**config.mk**
```make
export PLATFORM = sky130hd
export DESIGN_NAME = ni_calc_pack
export DESIGN_NICKNAME = d
export VERILOG_FILES = /design/src/rtl/ni_calc_pack.sv
export SDC_FILE = /design/constraint.sdc
export NUM_CORES = 1
export LEC_CHECK = 0
export CORE_UTILIZATION = 49
export CTS_BUF_LIST = sky130_fd_sc_hd__clkbuf_2
export DETAILED_ROUTE_END_ITERATION = 10
export PLACE_DENSITY = 0.69
export SYNTH_ARGS = -nofsm -noshare
export SYNTH_HDL_FRONTEND = slang
export SYNTH_SLANG_ARGS = --single-unit
```
**constraint.sdc**
```tcl
create_clock -name clk -period 8.1 [get_ports clk]
set_clock_uncertainty 0.2 [all_clocks]
set_input_delay 0.81 -clock clk [delete_from_list [all_inputs] [get_ports clk]]
set_output_delay 0.81 -clock clk [all_outputs]
set_load 0.01 [all_outputs]
```
**src/rtl/ni_calc_pack.sv**
```systemverilog
// Scales S by a per-frame gain, compares against the neighbourhood sum, then packs the
// decision bits LSB-first into words and counts ones per frame.
//   state  | meaning
//   IDLE   | between frames; the next done_i latches gain/mode
//   ACTIVE | inside a frame; gain/mode frozen until done_i&last_i
module ni_calc_pack #(
    parameter int WIDTH      = 10,
    parameter int S_WIDTH    = 24,
    parameter int GAIN_WIDTH = 8,
    parameter int FRAC       = 16,
    parameter int HYST       = 4,
    parameter int PACK_BITS  = 16,
    parameter int CNT_WIDTH  = 16,
    parameter int LEN_W      = $clog2(PACK_BITS + 1)
) (
    input  logic                  clk,
    input  logic                  rst,
    input  logic [GAIN_WIDTH-1:0] gain_i,
    input  logic [1:0]            mode_i,
    input  logic [S_WIDTH-1:0]    S,
    input  logic [WIDTH-1:0]      sum_i,
    input  logic                  done_i,
    input  logic                  last_i,
    output logic                  bit_o,
    output logic                  bit_valid_o,
    output logic [PACK_BITS-1:0]  word_o,
    output logic [LEN_W-1:0]      word_len_o,
    output logic                  word_valid_o,
    output logic [CNT_WIDTH-1:0]  ones_cnt_o,
    output logic                  frame_done_o
);
    localparam int PW = S_WIDTH + GAIN_WIDTH;

    typedef enum logic {IDLE, ACTIVE} state_t;
    state_t state, state_nx;

    logic                  latch_en;
    logic [GAIN_WIDTH-1:0] gain_q, gain_eff;
    logic [1:0]            mode_q, mode_eff;

    always_ff @(posedge clk or negedge rst) begin
        if (!rst) state <= IDLE;
        else      state <= state_nx;
    end

    always_comb begin
        state_nx = state;
        case (state)
            IDLE:    if (done_i && !last_i) state_nx = ACTIVE;
            ACTIVE:  if (done_i && last_i)  state_nx = IDLE;
            default: state_nx = IDLE;
        endcase
    end

    always_comb begin
        latch_en = (state == IDLE) && done_i;
    end

    always_ff @(posedge clk or negedge rst) begin
        if (!rst) begin
            gain_q <= '0;
            mode_q <= '0;
        end else if (latch_en) begin
            gain_q <= gain_i;
            mode_q <= mode_i;
        end
    end

    // The first sample of a frame uses the values being latched on that same edge.
    assign gain_eff = latch_en ? gain_i : gain_q;
    assign mode_eff = latch_en ? mode_i : mode_q;

    logic [PW-1:0]    prod;
    logic [WIDTH-1:0] thr_c;
    assign prod  = PW'(S) * PW'(gain_eff);
    assign thr_c = (|prod[PW-1:FRAC+WIDTH]) ? '1 : prod[FRAC+WIDTH-1:FRAC];

    logic             v1, last1, last2;
    logic [WIDTH-1:0] thr1, sum1;
    logic [1:0]       mode1;

    always_ff @(posedge clk or negedge rst) begin
        if (!rst) begin
            v1    <= 1'b0;
            thr1  <= '0;
            sum1  <= '0;
            last1 <= 1'b0;
            mode1 <= '0;
        end else begin
            v1 <= done_i;
            if (done_i) begin
                thr1  <= thr_c;
                sum1  <= sum_i;
                last1 <= last_i;
                mode1 <= mode_eff;
            end
        end
    end

    logic [WIDTH:0] diff;
    logic           cmp_bit;

    always_comb begin
        diff = (thr1 >= sum1) ? ({1'b0, thr1} - {1'b0, sum1}) : ({1'b0, sum1} - {1'b0, thr1});
        cmp_bit = 1'b0;
        case (mode1)
            2'd0:    cmp_bit = thr1 >= sum1;
            2'd1:    cmp_bit = thr1 > sum1;
            2'd2:    cmp_bit = thr1 < sum1;
            default: cmp_bit = diff <= (WIDTH+1)'(HYST);
        endcase
    end

    always_ff @(posedge clk or negedge rst) begin
        if (!rst) begin
            bit_o       <= 1'b0;
            bit_valid_o <= 1'b0;
            last2       <= 1'b0;
        end else begin
            bit_valid_o <= v1;
            if (v1) begin
                bit_o <= cmp_bit;
                last2 <= last1;
            end
        end
    end

    logic [PACK_BITS-1:0] pbuf, word_nx;
    logic [LEN_W-1:0]     pcnt;
    logic [CNT_WIDTH-1:0] cnt, cnt_nx;
    logic                 word_end;

    always_comb begin
        word_nx  = pbuf | (bit_o ? (PACK_BITS'(1) << pcnt) : '0);
        cnt_nx   = (bit_o && (cnt != '1)) ? cnt + CNT_WIDTH'(1) : cnt;
        word_end = bit_valid_o && ((pcnt == LEN_W'(PACK_BITS - 1)) || last2);
    end

    always_ff @(posedge clk or negedge rst) begin
        if (!rst) begin
            pbuf         <= '0;
            pcnt         <= '0;
            cnt          <= '0;
            word_o       <= '0;
            word_len_o   <= '0;
            word_valid_o <= 1'b0;
            ones_cnt_o   <= '0;
            frame_done_o <= 1'b0;
        end else begin
            word_valid_o <= word_end;
            frame_done_o <= bit_valid_o && last2;
            if (bit_valid_o) begin
                if (word_end) begin
                    word_o     <= word_nx;
                    word_len_o <= pcnt + LEN_W'(1);
                    pbuf       <= '0;
                    pcnt       <= '0;
                end else begin
                    pbuf <= word_nx;
                    pcnt <= pcnt + LEN_W'(1);
                end
                if (last2) begin
                    ones_cnt_o <= cnt_nx;
                    cnt        <= '0;
                end else begin
                    cnt <= cnt_nx;
                end
            end
        end
    end
endmodule

```
* Word level (Yosys, flattened, before mapping)
Cells that the tools add are included.
Widths: inputs -> output; s select.
** Word-level totals
- Flip-flop bits (word level) :: 114
- Bits of input ports :: 48
- Output and inout port bits :: 41
- Word-level logic and storage cells :: 60
** Cells by class
- Multiply operators :: 1
- Add/sub/neg operators :: 4
- Magnitude comparators :: 4
- Muxes and demuxes :: 13
- Reductions and logical operators :: 12
- Eq/ne operators :: 4
- Shift-type cells :: 1
- Bitwise operators :: 2
** Operators with widths (count)
- $mux 16 :: 4
- $mul 24x8->32 :: 1
- $sub 10x10->11 :: 2
- $add 16x1->16 const B :: 1
- $ne 16x16->1 const B :: 1
- $or 16x16->16 :: 1
- $shl 1x5->16 const A :: 1
- $le 11x3->1 const B :: 1
- $mux 11 :: 1
- $ge 10x10->1 :: 1
- $gt 10x10->1 :: 1
- $lt 10x10->1 :: 1
- $mux 10 :: 1
- $mux 8 :: 1
- $logic_and 1x1->1 :: 6
- $reduce_or 6->1 :: 1
- $add 5x1->5 const B :: 1
- $eq 5x4->1 const B :: 1
- $mux 5 :: 1
- $reduce_and 2->1 :: 2
- $pmux 1 s3 :: 1
- $eq 2x1->1 const B :: 1
- $eq 2x2->1 const B :: 1
- $logic_not 2->1 :: 1
- other kinds (6) :: 7

* Depth between registers and ports, before layout
Gate-level depths: netlist of the first run.
- Depth after elaboration :: 6
- Depth in mapped cells :: 24
- Mapped depth without buffers :: 20

* Worst setup path after synthesis of the first run
No wires, ideal clock.
- Kind :: input-to-reg
- Start point :: input done_i
- End point :: register thr1[0]
- Path slack :: 1.582 ns
- Cell stages on the path :: 22
- Required time :: 7.751 ns
- Buffers on the path :: 4
- Setup time :: 0.149 ns
- Arrival time :: 6.169 ns
- Path through :: buf_6 nand2b_4 buf_6 mux2_2 clkbuf_1 and2_1 fa_1 fa_1 fa_1 inv_1 fa_1 inv_1 ha_1 buf_2 a211oi_1 nand2b_1 o22ai_1 o2111ai_2 nand2_2 mux2_4 a311oi_4 a31oi_1
** On the way
- Longest elaborated chain between the ends :: 5
** Ends and longest elaborated chain
- from (decl) :: RTL line 22 : input logic done_i,
- $logic_and 1x1->1 * :: RTL line 56 : latch_en = (state == IDLE) && done_i;
- $mux 8 *
- via gain_eff[7] :: RTL line 38 : logic [GAIN_WIDTH-1:0] gain_q, gain_eff;
- $mul 24x8->32 * :: RTL line 75 : assign prod = PW'(S) * PW'(gain_eff);
- $reduce_or 6->1 :: RTL line 76 : assign thr_c = (|prod[PW-1:FRAC+WIDTH]) ? '1 : prod[FRAC+WIDTH-1:FRAC];
- $mux 10 * :: RTL line 76
- to (signal assigned) :: RTL line 92 : thr1 <= thr_c;
- to (decl) :: RTL line 79 : logic [WIDTH-1:0] thr1, sum1;
Mark *: on every way through the listed nets, which the timed path passes. The rest lies on a longest branch.
A chain may end at the register's enable or synchronous reset.

* Final worst setup path of the first run
- Start point :: input done_i
- End point :: register thr1[4]
** On the way
- Longest elaborated chain between the ends :: 5
** Ends and longest elaborated chain (RTL line)
- $logic_and 1x1->1 :: 56
- $mux 8
- $mul 24x8->32 :: 75
- $reduce_or 6->1 :: 76
- $mux 10 :: 76
Parallel ways exist; a longest one is shown, timed or not.

==> impl_metrics.tcl, run 1 <==
set metrics [dict create \
    grt_start_max_net_pins 59 \
    root_buffer "clkbuf_2" \
    fp.coreArea_mm2 0.0237 \
    vias 9287 \
    grt_setup_unrepaired "false" \
    critPathMaxFanout 25 \
    dp_hpwl_mm 20.4 \
    synth_mux_area_share_pct 2.29 \
    cts_tree "yes" \
    ys_ff_latch 114 \
    max_freq_mhz 149 \
    synth_area_leader_cell "dfrtp_1" \
    critPathRequiredTime_ns 8.43 \
    max-slew-margin-rel_pct 23.7 \
    whs_path_depth 2 \
    synthCells 1322 \
    initial_core_util_pct 50.3 \
    fin_nets 1636 \
    synthesis.area_mm2 0.0119 \
    syn-num-nets 1578 \
    tns_ns 0 \
    rr_endpoint "thr1[4]$_DFFE_PN0P_" \
    top_layer "met4" \
    yosysWarnings 0 \
    place_congestion 0.883 \
    n_fill_cell 2243 \
    yosysTopAreaCellShare_pct 23.9 \
    drive_gt1_share_pct 5.67 \
    vias_per_cell 5.42 \
    crit_path_end_kind "flop" \
    row_count 56 \
    wl_per_cell_um 15.7 \
    setup_viol 0 \
    ys_seq_area_share_pct 23.9 \
    min_period_ns 6.72 \
    wl_met1_mm 12.2 \
    synth-xor-area-share_pct 2.20 \
    startpoint_type "input port" \
    clk_latency_ns 0.69 \
    cts_max_level 4 \
    critPathArrivalTime_ns 7.05 \
    yosysUniqueCellTypes 80 \
    tightest_slew_ns 1.14 \
    grt_pass1_vias 9471 \
    wl_met3_mm 1.24 \
    r2r_cells 18 \
    yosys.area_share.simple_pct 19.5 \
    cts.sinks 114 \
    ctsResizeCount 0 \
    synth-edff-count 0 \
    path_class "input port to flop" \
    reg2reg_slack_ns 1.57 \
    slew_violations 0 \
    grt_antenna_before_repair 3 \
    critPathLaunch "done_i" \
    grt-ovfl-total 0 \
    synth_top_family_by_area "adder cells" \
    synthAdderAreaFrac_pct 30.1 \
    pin_count 89 \
    dieArea_mm2 0.0250 \
    drc 0 \
    clk_pin_slew_ns 0.18 \
    grt_pass1_wl_mm 46.4 \
    ys.flop_type "dfrtp_1" \
    grtUsageTotal_pct 23.6 \
    outcome "finished, final reports clean" \
    drt_iter0_drc 559 \
    totalWireLength_mm 26.9 \
    synth_compound_area_share_pct 14.5 \
    async_flop_share_pct 100 \
    cts_made_buffers 17 \
    die_w_um 158 \
    netlist_top_cells_area "dfrtp_1 (24%), fa_1 (22%), ha_1 (8.1%)" \
    clockBufferDepth 2 \
    final_hold_viol_count 0 \
    detail-route-antenna-nets 0 \
    drv_cap 0 \
    min_path_type "flop to flop" \
    cts_setup_buffers 0 \
    avgSynthCellArea_um2 9.02 \
    firstDrtPassIters 7 \
    synthToLayoutAreaGrowth_pct 11.1 \
    port_buffers 88 \
    wl_met2_mm 12.8 \
    crit_end "thr1[4]$_DFFE_PN0P_" \
    finalCritPeriodShare_pct 83.0 \
    fp.dieH_um 158 \
]
==> what timing repair did <==
| action | 4_1_cts | 5_1_grt |
|---|---|---|
| hold endpoints to repair | 56 | 0 |
| endpoints found under the setup margin | 0 | 0 |
| hold buffers | 1 | 0 |
==> layout make-up <==
type / count / area [µm²] / area share, %
clock inverter: 13 / 138 / 1.04
multi-input combinational: 977 / 8180 / 61.8
timing repair buffer: 92 / 911 / 6.88
tap: 319 / 399 / 3.01
inverter: 178 / 668 / 5.04
clock buffer: 19 / 95.1 / 0.718
sequential: 114 / 2850 / 21.5
antenna: 1 / 2.50 / 0.0189
==> worst max-delay path: stages <==
cell and delay [ns]:
clkdlybuf4s50_1 0.45, nand2b_4 0.20, mux2_2 0.58, and2_1 0.28, fa_1 0.55, fa_1 0.44
fa_1 0.54, inv_1 0.05, fa_1 0.52, inv_1 0.04, ha_1 0.41, a211oi_1 0.44
nand2b_1 0.10, o22ai_1 0.26, o2111ai_2 0.24, nand2_2 0.15, mux2_4 0.32, a311oi_4 0.49
a31oi_1 0.16
==> layout by cell type (no fill, tap or decap), types with 6 or more instances in the layout <==
| master | count |
|---|---|
| mux2_2 | 16 |
| fa_1 | 131 |
| a22o_1 | 6 |
| dfrtp_1 | 114 |
| nand2_1 | 134 |
| a21o_1 | 17 |
| clkdlybuf4s50_1 | 87 |
| ha_1 | 77 |
| nand4_1 | 16 |
| nand3_1 | 19 |
| nor2_1 | 69 |
| o22ai_1 | 6 |
| inv_1 | 178 |
| o21ai_0 | 63 |
| xnor2_1 | 19 |
| nor3_1 | 8 |
| a21oi_1 | 78 |
| clkinvlp_4 | 7 |
| clkbuf_2 | 19 |
| and2_1 | 151 |
| a31oi_1 | 35 |
| and3_1 | 15 |
| xor2_1 | 11 |
==> layer usage <==
layer | track usage [%] | vias up
li1 | - | 4468
met1 | 31.4 | 4527
met2 | 39.7 | 246
met3 | 3.26 | 46
met4 | 7.55 | 0
met5 | 0 | -
==> through the flow <==
step	cell area [µm²]	setup WS (ns)	std cells	hold WS [ns]	util, %
floorplan	11900	1.58	1322	0.222	-
global placement	13000	0.846	1679	0.260	54.9
detailed placement	13000	0.678	1679	0.270	54.9
CTS	13200	1.44	1712	0.309	55.9
global route	13200	1.04	1713	0.325	55.9
finish	13200	1.38	1713	0.300	55.9
==> synth_stat cells (8+ instances only) <==
library cell  number
a21o_1            17
a21oi_1           78
a31oi_1           35
and2_1           151
and3_1            15
clkbuf_1          45
dfrtp_1          114
fa_1             131
ha_1              77
inv_1            178
mux2_2            16
nand2_1          134
nand3_1           19
nand4_1           16
nor2_1            69
nor3_1             8
o21ai_0           63
xnor2_1           19
xor2_1            11
==> flip-flops by register name (all words and copies together), names as in the netlist, 5 cells and up, named ones only <==
| name | flops |
|---|---|
| cnt | 16 |
| ones_cnt_o | 16 |
| pbuf | 16 |
| word_o | 16 |
| sum1 | 10 |
| thr1 | 10 |
| gain_q | 8 |
| pcnt | 5 |
| word_len_o | 5 |
==> worst min path at each step <==
stage / slack (ns) / start / to
3_5_place_dp: 0.27 / word_o[10]$_DFFE_PN0P_ / word_o[10]$_DFFE_PN0P_
6_report: 0.30 / word_o[10]$_DFFE_PN0P_ / word_o[10]$_DFFE_PN0P_
3_3_place_gp: 0.26 / word_len_o[1]$_DFFE_PN0P_ / word_len_o[1]$_DFFE_PN0P_
4_1_cts: 0.31 / word_o[15]$_DFFE_PN0P_ / word_o[15]$_DFFE_PN0P_
5_1_grt: 0.32 / word_o[15]$_DFFE_PN0P_ / word_o[15]$_DFFE_PN0P_
2_1_floorplan: 0.22 / v1$_DFF_PN0_ / bit_valid_o$_DFF_PN0_
==> cells by family after synthesis <==
kind of cell | after synthesis
AND/OR/NAND/NOR | 449
buffers and inverters | 231
flip-flops | 114
multiplexers | 23
XOR/XNOR | 30
AO/OA/AOI/OAI | 267
adder cells (fa/ha/maj) | 208
Power of run 1 is not shown: default switching activity piles up to over one toggle a cycle in this logic, so the estimate is an artifact.
==> run 2: changes to the inputs <==
Settings changed: PLACE_DENSITY 0.69 to 0.71.
Clock period 8.1 ns to 5.88 ns, I/O delays scaled along.
==> run 2 against run 1 <==
  * The run now ends with setup timing left
  * Cell count rose by 9.4%
  * Sequential share of layout area fell by 2.5 points
  * Clock-buffer cell count fell by 1
  * Register-to-register slack got worse by 1.7 ns
  * Critical path depth rose by 3
  * Via count rose by 10%
  * First-iteration DRC count rose by 9.3%
  * Utilization rose by 7.4 points
  * Die area did not move
  * Global-route usage rose by 0.91 points
  * Non-clock buffer count rose by 142
  * Critical endpoint is now thr1[0]$_DFFE_PN0P_
  * Largest cell class unchanged
==> impl_metrics.tcl, run 2 (synthesized netlist as in run 1, its figures left out) <==
set metrics [dict create \
    critPathArrivalTime_ns 6.36 \
    final_cell_mix "inv_1 (175), buf_4 (143), and2_1 (142)" \
    cts_made_buffers 17 \
    cts_max_level 4 \
    pin_count 89 \
    fin_ws_ns -0.109 \
    die_w_um 158 \
    cts_tree "yes" \
    critical_path.slowest_cell "dfrtp_2" \
    fp.coreArea_mm2 0.0237 \
    n_fill_cell 1982 \
    cp_num_buf_inv 6 \
    crit_path_end_kind "flop" \
    drt_iter0_drc 611 \
    instances_no_fill 1874 \
    final_hold_viol_count 0 \
    grt_setup_unrepaired "true" \
    vias 10300 \
    initial_core_util_pct 50.3 \
    final_common_cell "inv_1" \
    row_count 56 \
    grt_pass1_wl_mm 48.5 \
    clockBufferDepth 2 \
    drive_gt1_share_pct 19.4 \
    grtUsageTotal_pct 24.5 \
    finalCritPeriodShare_pct 102 \
    slew_violations 0 \
    reg2reg_slack_ns -0.11 \
    critPathTopFamily "adder cells" \
    grt_antenna_before_repair 1 \
    max_freq_mhz 167 \
    root_buffer "clkbuf_2" \
    fin_nets 1797 \
    cts.sinks 114 \
    totalWireLength_mm 31.8 \
    drc 0 \
    violations "setup timing" \
    min_path_type "input port to flop" \
    vias_per_cell 5.47 \
    grt_start_max_net_pins 69 \
    clk_latency_ns 0.68 \
    path_class "flop to flop" \
    dieArea_mm2 0.0250 \
    clk_pin_slew_ns 0.18 \
    port_buffers 88 \
    place_congestion 0.869 \
    detail-route-antenna-nets 0 \
    fp.dieH_um 158 \
    drv_cap 0 \
    critPathRequiredTime_ns 6.25 \
    startpoint_type "flop" \
    outcome "finished with violations" \
    synthToLayoutAreaGrowth_pct 25.7 \
    setup_viol 10 \
    min_period_ns 5.99 \
    tightest_slew_ns 1.14 \
    holdWs_ns 0.243 \
    critPathMaxFanout 7 \
    crit_top_cell "fa_1" \
    grt_pass1_vias 10100 \
    dp_hpwl_mm 22.2 \
    max-slew-margin-rel_pct 23.4 \
    post-place-cells 1811 \
    grt-ovfl-total 0 \
    wl_per_cell_um 17.0 \
    firstDrtPassIters 6 \
    slowest_delay_ns 0.51 \
    worstPathCellList "nand2b_4 > mux2_4 > and2_4 > fa_1 > fa_1 > fa_1 > inv_1 > fa_1 > inv_1 > ha_2 > nand4_1 > o211ai_2 > buf_6 > nor2_4 > o2111ai_4 > buf_6 > nand4_1 > nor3b_2 > buf_4 > nor4b_4 > buf_4 > a31oi_1" \
]
run 2: cell types whose count changed in the layout (fill, tap and decap cells not counted), sizes merged:
cell | before | now
buf | 4 | 146
mux2 | 18 | 33
nand2b | 6 | 10
clkinv | 3 | 6
clkinvlp | 7 | 4
clkbuf | 19 | 18
clkdlybuf4s50 | 87 | 86
dlymetal6s2s | 0 | 1
inv | 179 | 180
run 2: worst paths after layout:
check / from / to / cells after the start
min in group asynchronous: rst / pbuf[5]$_DFFE_PN0P_ / 2
hold / removal: sum_i[6] / sum1[6]$_DFFE_PN0P_ / 3
setup reg to reg: flop / thr1[0]$_DFFE_PN0P_ / 22
setup / recovery: flop / thr1[0]$_DFFE_PN0P_ / 22
hold reg to reg: word_o[11]$_DFFE_PN0P_ / word_o[11]$_DFFE_PN0P_ / 2
max in group asynchronous: rst / word_o[7]$_DFFE_PN0P_ / 3
run 2: area by class of cell:
type	instances	area (µm²)	share of cell area (%)
multi-input combinational	996	8850	59.0
sequential	114	2850	19.0
timing repair buffer	234	1990	13.3
inverter	178	668	4.46
tap	319	399	2.66
clock inverter	14	139	0.927
clock buffer	18	90.1	0.601
antenna	1	2.50	0.0167
run 2: layer usage:
layer  global-route usage (%)  share of wire (%)  vias to the layer above
met3                     3.50                6.1                       60
met1                     31.4                 43                     5063
met2                     43.0                 48                      308
met4                     6.82                2.9                        0
li1                         -                  -                     4823
met5                        0                  0                        -
run 2: timing repair:
item | 4_1_cts | 5_1_grt
hold buffers | 1 | 0
hold endpoints to repair | 67 | 0
setup buffers | 5 | 4
setup endpoints to repair | 10 | 10
resized for setup | 4 | 65
pin swaps | 2 | 11
gates cloned | 3 | 17
run 2: metrics by stage:
step                      setup slack, ns  setup TNS [ns]  instance area, µm²  utilization, %
after floorplan                    -0.173           -1.73               12200               -
final                              -0.109          -0.922               15000            63.3
after detailed placement           -0.803           -7.89               14100            59.7
after CTS                         0.00340               0               14500            61.1
after global routing               -0.307           -2.98               15000            63.3
after global placement             -0.685           -6.82               14100            59.7
run 2: tightest hold or removal path, cell delays in order:
cell	delay, ns
clkdlybuf4s50_1	0.40
nand2_1	0.06
o21ai_0	0.06
Power of run 2 is left out for the same reason.
==> run 3: changes to the inputs <==
Settings changed: CAP_MARGIN from default to 20.
==> run 3 against run 2 <==
  * The flow still finishes with violations (setup timing)
  * Design area is essentially flat
  * Clock-buffer cell count stayed put
  * Via count is 0.18% higher
  * Flip-flop and latch count stayed put
  * Wire length shrank 0.12%
  * Register-to-register slack is essentially flat
  * First-iteration DRC count decreased by 0.98%
  * Non-clock buffer count grew 1
  * Critical path type unchanged
  * Critical endpoint unchanged
==> impl_metrics.tcl, run 3 (synthesized netlist as in run 1, its figures left out) <==
set metrics [dict create \
    final_common_cell "inv_1" \
    drt_iter0_drc 605 \
    detail-route-antenna-nets 0 \
    pin_count 89 \
    cts_tree "yes" \
    fp.coreArea_mm2 0.0237 \
    grt_start_max_net_pins 69 \
    synthToLayoutAreaGrowth_pct 25.8 \
    clk_pin_slew_ns 0.18 \
    row_count 56 \
    drv_cap 0 \
    totalWireLength_mm 31.8 \
    critPathRequiredTime_ns 6.25 \
    rr_endpoint "thr1[0]$_DFFE_PN0P_" \
    max_freq_mhz 167 \
    fin_ws_ns -0.112 \
    pre_cts_ws_ns -0.803 \
    firstDrtPassIters 5 \
    finalCritPeriodShare_pct 102 \
    path_class "flop to flop" \
    fp.dieH_um 158 \
    slew_violations 0 \
    vias_per_cell 5.48 \
    initial_core_util_pct 50.3 \
    port_buffers 88 \
    cts_max_level 4 \
    grt_pass1_wl_mm 48.5 \
    die_w_um 158 \
    grt-ovfl-total 0 \
    cts.sinks 114 \
    grt_setup_unrepaired "true" \
    wl_per_cell_um 17.0 \
    min_path_type "input port to flop" \
    r2r_cells 22 \
    fin_nets 1798 \
    root_buffer "clkbuf_2" \
    final_hold_viol_count 0 \
    dp_hpwl_mm 22.2 \
    cts_made_buffers 17 \
    min_period_ns 5.99 \
    vias 10300 \
    crit_end "thr1[0]$_DFFE_PN0P_" \
    place_congestion 0.869 \
    critPathArrivalTime_ns 6.36 \
    clockBufferDepth 2 \
    grt_pass1_vias 10100 \
    grtUsageTotal_pct 24.5 \
    critPathMaxFanout 7 \
    grt_antenna_before_repair 1 \
    violations "setup timing" \
    crit_path_end_kind "flop" \
    reg2reg_slack_ns -0.11 \
    drive_gt1_share_pct 19.4 \
    final_cell_mix "inv_1 (175), buf_4 (144), and2_1 (142)" \
    setup_viol 10 \
    drc 0 \
    tightest_slew_ns 1.02 \
    max-slew-margin-rel_pct 32.0 \
    clk_latency_ns 0.67 \
    dieArea_mm2 0.0250 \
    outcome "finished with violations" \
    whs_path_depth 3 \
    startpoint_type "flop" \
]
==> run 3: cell count changes in the layout (fill, tap and decap cells not counted) <==
cell	previous run	this run
buf_4	143	144
==> run 3: worst min-delay path by stage <==
stage,startpoint,to,slack (ns)
2_1_floorplan,rst,async pin,0.09
3_3_place_gp,v1$_DFF_PN0_,bit_valid_o$_DFF_PN0_,0.25
3_5_place_dp,v1$_DFF_PN0_,bit_valid_o$_DFF_PN0_,0.26
4_1_cts,sum_i[6],sum1[6]$_DFFE_PN0P_,0.17
5_1_grt,sum_i[3],sum1[3]$_DFFE_PN0P_,0.21
6_report,sum_i[6],sum1[6]$_DFFE_PN0P_,0.25
==> run 3: timing repair <==
item	in CTS	in global routing
setup buffers	5	4
hold buffers	1	0
setup endpoints to repair	10	10
gates resized for setup	4	65
hold endpoints to repair	67	0
cloned	3	17
pin swaps	2	11
==> run 3: critical path, cell delays in order (launching register included) <==
cell and delay [ns]:
dfrtp_2 0.51, nand2b_4 0.24, mux2_4 0.44, and2_4 0.19, fa_1 0.50, fa_1 0.51
fa_1 0.50, inv_1 0.05, fa_1 0.47, inv_1 0.06, ha_2 0.39, nand4_1 0.11
o211ai_2 0.29, buf_6 0.16, nor2_4 0.03, o2111ai_4 0.13, buf_6 0.13, nand4_1 0.05
nor3b_2 0.16, buf_4 0.13, nor4b_4 0.31, buf_4 0.21, a31oi_1 0.09
==> run 3: metrics by stage <==
step	util, %	area (µm²)	hold WS, ns	setup TNS (ns)	instances
final	63.3	15000	0.249	-0.963	1875
after global routing	63.3	15000	0.208	-2.98	1875
after CTS	61.1	14500	0.166	0	1852
after detailed placement	59.7	14100	0.260	-7.89	1811
after global placement	59.7	14100	0.253	-6.82	1811
after floorplan	-	12200	0.0924	-1.73	1322
==> run 3: cell type report <==
type                            count  area, µm²
Clock inverter                     14        139
Sequential cell                   114       2850
Antenna cell                        1       2.50
Multi-Input combinational cell    996       8850
Tap cell                          319        399
Fill cell                        1982       8690
Inverter                          178        668
Clock buffer                       18       90.1
Timing Repair Buffer              235       2000
==> run 3: routing by layer <==
metal  routed length [µm]  global-route usage, %
met3                 2090                   3.50
met2                15400                   43.0
met5                    0                      0
met1                13400                   31.4
met4                  906                   6.82
Power of run 3 is left out for the same reason.
